==> config.mk <==
export PLATFORM = sky130hd
export DESIGN_NAME = score_ctrl
export DESIGN_NICKNAME = d
export VERILOG_FILES = /design/src/rtl/score_pkg.sv /design/src/rtl/btn_debounce.sv /design/src/rtl/score_ctrl.sv
export SDC_FILE = /design/constraint.sdc
export NUM_CORES = 1
export LEC_CHECK = 0
export BUFFER_PORTS_ARGS = -buffer_cell sky130_fd_sc_hd__buf_2
export CAP_MARGIN = 40
export CORE_MARGIN = 2
export CORE_UTILIZATION = 47
export DETAILED_ROUTE_END_ITERATION = 6
export GPL_ROUTABILITY_DRIVEN = 0
export MAX_ROUTING_LAYER = met4
export PLACE_DENSITY = 0.64
export SYNTH_ARGS = -nofsm -noshare
export SYNTH_HDL_FRONTEND = slang
export SYNTH_SLANG_ARGS = --single-unit
export TNS_END_PERCENT = 100
==> constraint.sdc <==
create_clock -name clk -period 2.6 [get_ports clk]
set_input_delay 0.52 -clock clk [delete_from_list [all_inputs] [get_ports clk]]
set_output_delay 0.52 -clock clk [all_outputs]
set_load 0.02 [all_outputs]
==> src/rtl/score_pkg.sv <==
// Shared types and constants for the scoreboard button sequencer.
package score_pkg;

   localparam int DIGIT_W = 4;
   localparam int N_BTN   = 4;
   localparam logic [DIGIT_W-1:0] BCD_MAX = 4'd9;

   typedef enum logic [2:0] {
      IDLE      = 3'd0,
      ARMING    = 3'd1,
      PRESSED   = 3'd2,
      HELD      = 3'd3,
      RELEASING = 3'd4
   } btn_state_t;

   typedef struct packed {
      logic                carry;
      logic [DIGIT_W-1:0]  digit;
   } bcd_sum_t;

   // Adds up to two unit increments to a BCD digit (0..11 range), folding back by ten.
   function automatic bcd_sum_t bcd_add(input logic [DIGIT_W-1:0] d,
                                        input logic inc_a,
                                        input logic inc_b);
      bcd_sum_t res;
      logic [DIGIT_W:0] sum;
      logic [DIGIT_W:0] folded;
      sum    = {1'b0, d} + {{DIGIT_W{1'b0}}, inc_a} + {{DIGIT_W{1'b0}}, inc_b};
      folded = sum - 5'd10;
      if (sum > {1'b0, BCD_MAX}) begin
         res.carry = 1'b1;
         res.digit = folded[DIGIT_W-1:0];
      end else begin
         res.carry = 1'b0;
         res.digit = sum[DIGIT_W-1:0];
      end
      return res;
   endfunction

endpackage

==> src/rtl/btn_debounce.sv <==
// One push-button: 2-FF synchroniser, debounce FSM and long-hold detector.
// Emits single-cycle inc on an accepted press and clr on a long hold.
module btn_debounce
   import score_pkg::*;
#(
   parameter int DEBOUNCE_CYCLES = 1_000_000,
   parameter int HOLD_CYCLES     = 100_000_000
) (
   input  logic clk,
   input  logic rst,
   input  logic btn,
   output logic inc,
   output logic clr,
   output logic pressed
);

   localparam int CW = $clog2(HOLD_CYCLES + 1);
   // The entry transition already consumed one stable sample, hence the -2.
   localparam logic [CW-1:0] DEB_LAST  = CW'(DEBOUNCE_CYCLES - 2);
   localparam logic [CW-1:0] HOLD_LAST = CW'(HOLD_CYCLES - 1);

   logic [1:0]    sync;
   logic          s;
   btn_state_t    state;
   logic [CW-1:0] cnt;
   logic          from_held;

   assign s       = sync[1];
   assign pressed = (state == PRESSED) || (state == HELD) || (state == RELEASING);

   always_ff @(posedge clk) begin
      if (rst) begin
         sync      <= 2'b00;
         state     <= IDLE;
         cnt       <= '0;
         from_held <= 1'b0;
         inc       <= 1'b0;
         clr       <= 1'b0;
      end else begin
         sync <= {sync[0], btn};
         inc  <= 1'b0;
         clr  <= 1'b0;
         case (state)
            IDLE: begin
               if (s) begin
                  state <= ARMING;
                  cnt   <= '0;
               end
            end
            ARMING: begin
               if (!s) begin
                  state <= IDLE;
                  cnt   <= '0;
               end else if (cnt == DEB_LAST) begin
                  state <= PRESSED;
                  cnt   <= '0;
                  inc   <= 1'b1;
               end else begin
                  cnt <= cnt + CW'(1);
               end
            end
            PRESSED: begin
               if (!s) begin
                  state     <= RELEASING;
                  cnt       <= '0;
                  from_held <= 1'b0;
               end else if (cnt == HOLD_LAST) begin
                  state <= HELD;
                  cnt   <= '0;
                  clr   <= 1'b1;
               end else begin
                  cnt <= cnt + CW'(1);
               end
            end
            HELD: begin
               if (!s) begin
                  state     <= RELEASING;
                  cnt       <= '0;
                  from_held <= 1'b1;
               end
            end
            RELEASING: begin
               // A glitch during release resumes the prior state with a fresh hold count.
               if (s) begin
                  if (from_held) state <= HELD;
                  else           state <= PRESSED;
                  cnt <= '0;
               end else if (cnt == DEB_LAST) begin
                  state <= IDLE;
                  cnt   <= '0;
               end else begin
                  cnt <= cnt + CW'(1);
               end
            end
            default: begin
               state <= IDLE;
               cnt   <= '0;
            end
         endcase
      end
   end

endmodule

==> src/rtl/score_ctrl.sv <==
// Scoreboard digit registers driven by four debounced buttons.
// Define SCORE_BCD_EN for two 2-digit BCD scores; default is four independent hex digits.
module score_ctrl
   import score_pkg::*;
#(
   parameter int DEBOUNCE_CYCLES = 1_000_000,
   parameter int HOLD_CYCLES     = 100_000_000
) (
   input  logic        clk,
   input  logic        rst,
   input  logic [3:0]  btn,
   output logic [15:0] num,
   output logic [3:0]  point,
   output logic        updated
);

   logic [N_BTN-1:0]         inc;
   logic [N_BTN-1:0]         clr;
   logic [N_BTN*DIGIT_W-1:0] num_next;

   for (genvar i = 0; i < N_BTN; i++) begin : g_btn
      btn_debounce #(
         .DEBOUNCE_CYCLES(DEBOUNCE_CYCLES),
         .HOLD_CYCLES    (HOLD_CYCLES)
      ) u_btn (
         .clk    (clk),
         .rst    (rst),
         .btn    (btn[i]),
         .inc    (inc[i]),
         .clr    (clr[i]),
         .pressed(point[i])
      );
   end

`ifdef SCORE_BCD_EN
   bcd_sum_t lo_sum;
   bcd_sum_t hi_sum;

   // Pair p is {d(2p+1), d(2p)}; the low digit carries into the high one, which drops its own carry.
   always_comb begin
      num_next = num;
      lo_sum   = '0;
      hi_sum   = '0;
      for (int p = 0; p < N_BTN / 2; p++) begin
         lo_sum = bcd_add(num[2*p*DIGIT_W +: DIGIT_W], inc[2*p], 1'b0);
         hi_sum = bcd_add(num[(2*p+1)*DIGIT_W +: DIGIT_W], inc[2*p+1], lo_sum.carry);
         num_next[2*p*DIGIT_W +: DIGIT_W]     = clr[2*p]   ? '0 : lo_sum.digit;
         num_next[(2*p+1)*DIGIT_W +: DIGIT_W] = clr[2*p+1] ? '0 : hi_sum.digit;
      end
   end
`else
   always_comb begin
      num_next = num;
      for (int i = 0; i < N_BTN; i++) begin
         if (clr[i]) begin
            num_next[i*DIGIT_W +: DIGIT_W] = '0;
         end else if (inc[i]) begin
            num_next[i*DIGIT_W +: DIGIT_W] = num[i*DIGIT_W +: DIGIT_W] + DIGIT_W'(1);
         end
      end
   end
`endif

   always_ff @(posedge clk) begin
      if (rst) begin
         num     <= '0;
         updated <= 1'b0;
      end else begin
         num     <= num_next;
         updated <= (num_next != num);
      end
   end

endmodule

### After elaboration in Yosys (flattened, before gate mapping)

Index checks and enable logic that the tools add are counted.

* memories kept: 0
* logic and storage cells: 231
* latch bits: 0
* ROM bits: 0
* memory bits (writable): 0
* output and inout port bits: 21
* flip-flop bits (word level): 157

* eq/ne operators: 49
* multiply operators: 0
* bitwise gates (word level): 12
* shift-type cells: 0
* multiplexer cells: 100
* $add $sub $neg: 8
* reduce and logical (&&, ||, !) cells: 36
* order comparisons: 0
* divide/modulo/power cells: 0

Operators with widths (count)
* $mux 27: 28
* $pmux 27 s5: 4
* $add 27x1->27 const B: 4
* $eq 27x20->1 const B: 4
* $eq 27x27->1 const B: 4
* $mux 3: 32
* $pmux 3 s5: 4
* $mux 4: 8
* $eq 3x2->1 const B: 8
* $ne 3x3->1 const B: 8
* $reduce_or 3->1: 8
* $mux 1: 20
* $reduce_and 5->1: 4
* $add 4x1->4 const B: 4
* $ne 16x16->1: 1
* $ne 2x2->1 const B: 8
* $eq 3x1->1 const B: 4
* $eq 3x3->1 const B: 4
* $logic_not 3->1: 4
* $ne 3x2->1 const B: 4
* $not 1->1: 12
* $reduce_and 3->1: 4
* $logic_or 1x1->1: 8
* $ne 2x1->1 const B: 4
* 3 further kinds: 12

### Longest topological paths before layout

* depth in word-level cells: 4
* depth in mapped cells: 8
* gate-level depth less buffers: 7

### By module

Synthesis repeated with hierarchy kept, for this count alone.

* cells, all modules: 956
* area, all modules: 8319.2 um^2

Modules (own cells, without submodules)
* btn_debounce: times used 4, cells each 221, area each 1895.6 um^2, sequential area each 700.7 um^2
* score_ctrl: times used 1, cells each 72, area each 737.0 um^2, sequential area each 340.3 um^2

### Worst setup path before layout

OpenSTA, ideal clock, no wires.

* kind: flip-flop to flip-flop
* from: register g_btn[0].u_btn.cnt[23]
* to: register g_btn[0].u_btn.cnt[2]
* setup time: 132 ps
* data arrival time: 2204 ps
* data required time: 2468 ps
* setup slack: 264 ps
* stages on the path, launching flop included: 7
* path buffers: 1
* path through: dfxtp_1 or4b_2 nor4_1 a31oi_1 a211oi_2 buf_2 nor3_1

* cells in the longest elaborated chain, start to end: 4

Ends and longest elaborated chain
* start: declaration: line btn_debounce.sv:25 `logic [CW-1:0] cnt;`
* start signal: assignment: line btn_debounce.sv:59 `cnt <= cnt + CW'(1);`
* start signal: assignment: line btn_debounce.sv:72 `cnt <= cnt + CW'(1);`
* start signal: assignment: line btn_debounce.sv:92 `cnt <= cnt + CW'(1);`
* $eq 27x20->1 or $eq 27x27->1 (tied branches): line btn_debounce.sv:54, btn_debounce.sv:88, btn_debounce.sv:67
* $mux 27, on equally long branches: line btn_debounce.sv:54, btn_debounce.sv:88, btn_debounce.sv:67
* $mux 27, on equally long branches: line btn_debounce.sv:84, btn_debounce.sv:63, btn_debounce.sv:51
* $pmux 27 s5 *: line btn_debounce.sv:43 `case (state)`

Every way passes the cells marked *; elsewhere a longest branch is shown, timed or not.
A chain may end at the register's enable or synchronous reset.

### Worst setup path in the final report

* from: register g_btn[1].u_btn.cnt[8]
* to: register g_btn[1].u_btn.state[0]

* cells in the longest elaborated chain, start to end: 3

Ends and longest elaborated chain
* start: declaration: line btn_debounce.sv:25
* start signal: assignment: line btn_debounce.sv:59
* start signal: assignment: line btn_debounce.sv:72
* start signal: assignment: line btn_debounce.sv:92
* $eq 27x27->1 or $eq 27x20->1 (tied branches): line btn_debounce.sv:67, btn_debounce.sv:54, btn_debounce.sv:88
* $ne 3x3->1 (no source line) or $ne 3x2->1 (tied branches)
* $reduce_and 5->1 (no source line) *
* end signal: assignment: line btn_debounce.sv:64 `state <= RELEASING;`
* end signal: assignment: line btn_debounce.sv:68 `state <= HELD;`
* end signal: assignment: line btn_debounce.sv:77 `state <= RELEASING;`
* end: declaration: line btn_debounce.sv:24 `btn_state_t state;`

Marked as above.

==> results by group <==
Yosys
  • #FFs+latches synth: 157
  • Post-synthesis adder-cell area fraction: 1.88%
  • Yosys warnings: 0
  • Synthesized area: 7970 um^2
  • Count leader, synth: dfxtp_1
  • Distinct cells, synth: 63
  • Synth Area in Simple Gates: 32.9%
  • Top cells by area, synth: dfxtp_1 39%, xnor2_1 4.5%, nand4_1 4.4%
  • Register area share after synthesis: approximately two fifths
  • Synth Area in Compound Gates: 12.0%
  • Syn_nets: 969
  • Xor/xnor share of the synthesized area: 8.79%
  • Fraction of registers with async set or reset after synthesis: 0%
  • Prevailing post-synth register cell: dfxtp_1
  • Mux contribution to synthesized area: 0.879%
  • Commonest cells post-synth: 157 x dfxtp_1, 74 x nor2_1, 60 x nand2_1, 60 x nor3_1, 56 x nand4_1
  • Avg Cell Area, Syn: about 8.4 um^2
  • Largest family of logic cells by synthesized area: simple AND/OR/NAND/NOR gates
  • Leading area contributor after synthesis: dfxtp_1
  • Post-Syn Instances: 951
  • Synth top area share: 39.4%
  • Number of synthesized flops with an enable pin: 0

STA
  • Final WS setup: between 0.2 and 0.25 ns
  • TNS Setup: 0 ns
  • Final Max Tran Viols: 0
  • FMAX: 419 MHz
  • Skew final: 0.00752 ns
  • RSZ-0062 raised after global routing: false
  • Slew HR: 46.2%
  • Final hold violation count: 0
  • Tmin final: 2.38 ns
  • Final setup fails: 0
  • Period utilization: 91.7%
  • Worst-Margin Slew: 0.807 ns

Die
  • Initial Util: 48.1%
  • Die Y: 134 um
  • Num rows: 47
  • Top Ports: 27
  • Die width: 134 um
  • Die ar.: ~18000 um^2
  • Core area: 16600 um^2

Placement
  • DPL Wire Length: around 12000 um
  • Worst slack at placement: 0.201 ns
  • Port buffer count: 26

CTS
  • Clock Pin Slew Worst Setup and Hold Paths: 0.06 ns
  • Clock tree buffer depth: 2
  • Postcts setup bufs: 0
  • # hold bufs at CTS: 0
  • Cts repair resizes: 0
  • CTS buffer count: 17
  • CTS tree: built
  • H-tree level count: 4
  • Clock Latency Late Sink: 0.43 ns
  • Root Driver: clkbuf_16
  • Clock sink count: roughly 160

Worst setup path
  • Req. time, crit path: 2.95 ns
  • Worst Path Class, Setup: reg2reg
  • R2r worst-path depth: 6
  • Startpoint Class: register
  • Worst EP arrival: 2.74 ns
  • CP max FO: 4
  • Crit end category: register
  • R2R setup slack: 0.22 ns

Layout
  • Final #Nets: 991
  • Share of cells above drive strength 1: a little over a tenth
  • Ant diodes: 0
  • Area grow syn2layout: 13.1%
  • Filler cells: 1585

Detailed routing
  • Via Count: roughly 6.8k
  • DRC violations left: 0
  • DRC marker count from the first detailed-route iteration: 360
  • DR WL/cell: 14.6 um
  • Antenna viol nets, final: 0
  • Drt first pass iters: 5
  • Total detailed-routing wirelength: about 18000 um
  • Vias per inst: 5.67

GRT
  • Global router's overall resource usage: roughly a fifth
  • Largest net degree at the start of global routing: 74
  • First-pass GRT wire length: slightly above 30000 um
  • Grt ovf: 0
  • Antenna violations before repair: 0
  • Vias in the first global route: 6316

Power
  • Leak Pwr: roughly 3.0 nW
  • Pwr Total: 5.41 mW
  • Peak supply drop: 0.470 mV
  • Power Dens Cells: 600 nW/um^2

Run status
  • Status: finished clean

Hold path
  • Min-delay worst type: in2reg
  • Worst Hold Depth: 2

Flow run
  • Max-cap viol count: 0
==> critical path, cell delays in order (launching register included) <==
cell and delay, ns:
dfxtp_1 0.34, or4_1 0.58, nor4bb_1 0.32, buf_4 0.17, a21oi_1 0.11, or4b_2 0.65, a21oi_1 0.15
==> power breakdown <==
| group | internal, mW | switching, mW | total, mW |
|---|---|---|---|
| Sequential | 2.44 | 0.0467 | 2.48 |
| Combinational | 0.151 | 0.284 | 0.434 |
| Clock | 1.51 | 0.978 | 2.49 |
==> per-layer routing <==
metal  wire, um  vias up  GRT usage (%)
li1           -     3549              -
met1       8790     3170           27.7
met2       8000       92           32.7
met3        636       18           4.31
met4        203        0           6.73
met5          0        -              -
==> registers in the layout, indices dropped and copies added, names as in the netlist <==
register               flops
g_btn.u_btn.cnt          108
num                       16
g_btn.u_btn.state         12
g_btn.u_btn.sync           8
g_btn.u_btn.clr            4
g_btn.u_btn.from_held      4
g_btn.u_btn.inc            4
updated                    1
==> stage by stage <==
step	cell area [um^2]	hold WS [ns]	std cells	utilization, %
after floorplan	7970	0.414	951	-
after global placement	8420	0.419	1174	50.8
after detailed placement	8420	0.428	1174	50.8
after CTS	9020	0.287	1205	54.4
after global routing	9020	0.293	1205	54.4
final	9020	0.300	1205	54.4
==> cells in the final DEF (no fill, tap or decap), types with 9 or more instances in the layout <==
cell type	netlist	routed
dfxtp_1	157	157
nor2_1	74	74
nand2_1	60	60
nor3_1	60	60
nand4_1	56	56
a21oi_1	49	49
nand3_1	44	44
xnor2_1	41	41
xor2_1	39	39
o21ai_0	32	32
nor4_1	28	28
buf_4	4	28
inv_1	27	27
buf_2	5	26
or3_1	24	24
and3_1	18	18
clkbuf_16	0	17
nor2b_1	14	14
a211oi_1	13	13
nor4b_1	12	12
ha_1	12	12
or4_1	10	10
nand2b_1	9	9
nor3b_1	9	9
==> worst paths after layout <==
| check | start | end |
|---|---|---|
| worst min register to register | g_btn[0].u_btn.sync[0] | g_btn[0].u_btn.sync[1] |
| worst max-delay path | g_btn[1].u_btn.cnt[8] | g_btn[1].u_btn.state[0] |
| worst min-delay path | btn[1] | g_btn[1].u_btn.sync[0] |
| worst max register to register | g_btn[1].u_btn.cnt[8] | g_btn[1].u_btn.state[0] |
==> cell type report <==
cell class,instances,area [um^2],share of cell area [%]
sequential,157,3140,34.9
clock inverter,9,110,1.22
multi-input combinational,713,4520,50.1
tap,220,275,3.05
clock buffer,22,484,5.37
inverter,28,105,1.17
timing repair buffer,56,380,4.22
==> cells by family after synthesis <==
| family | count (synthesis) |
|---|---|
| flip-flops | 157 |
| buffers and inverters | 81 |
| AND/OR/NAND/NOR | 464 |
| XOR/XNOR | 80 |
| AO/OA/AOI/OAI | 150 |
| multiplexers | 7 |
| adder cells (fa/ha/maj) | 12 |
No activity file was read; power rests on OpenSTA's default activity.
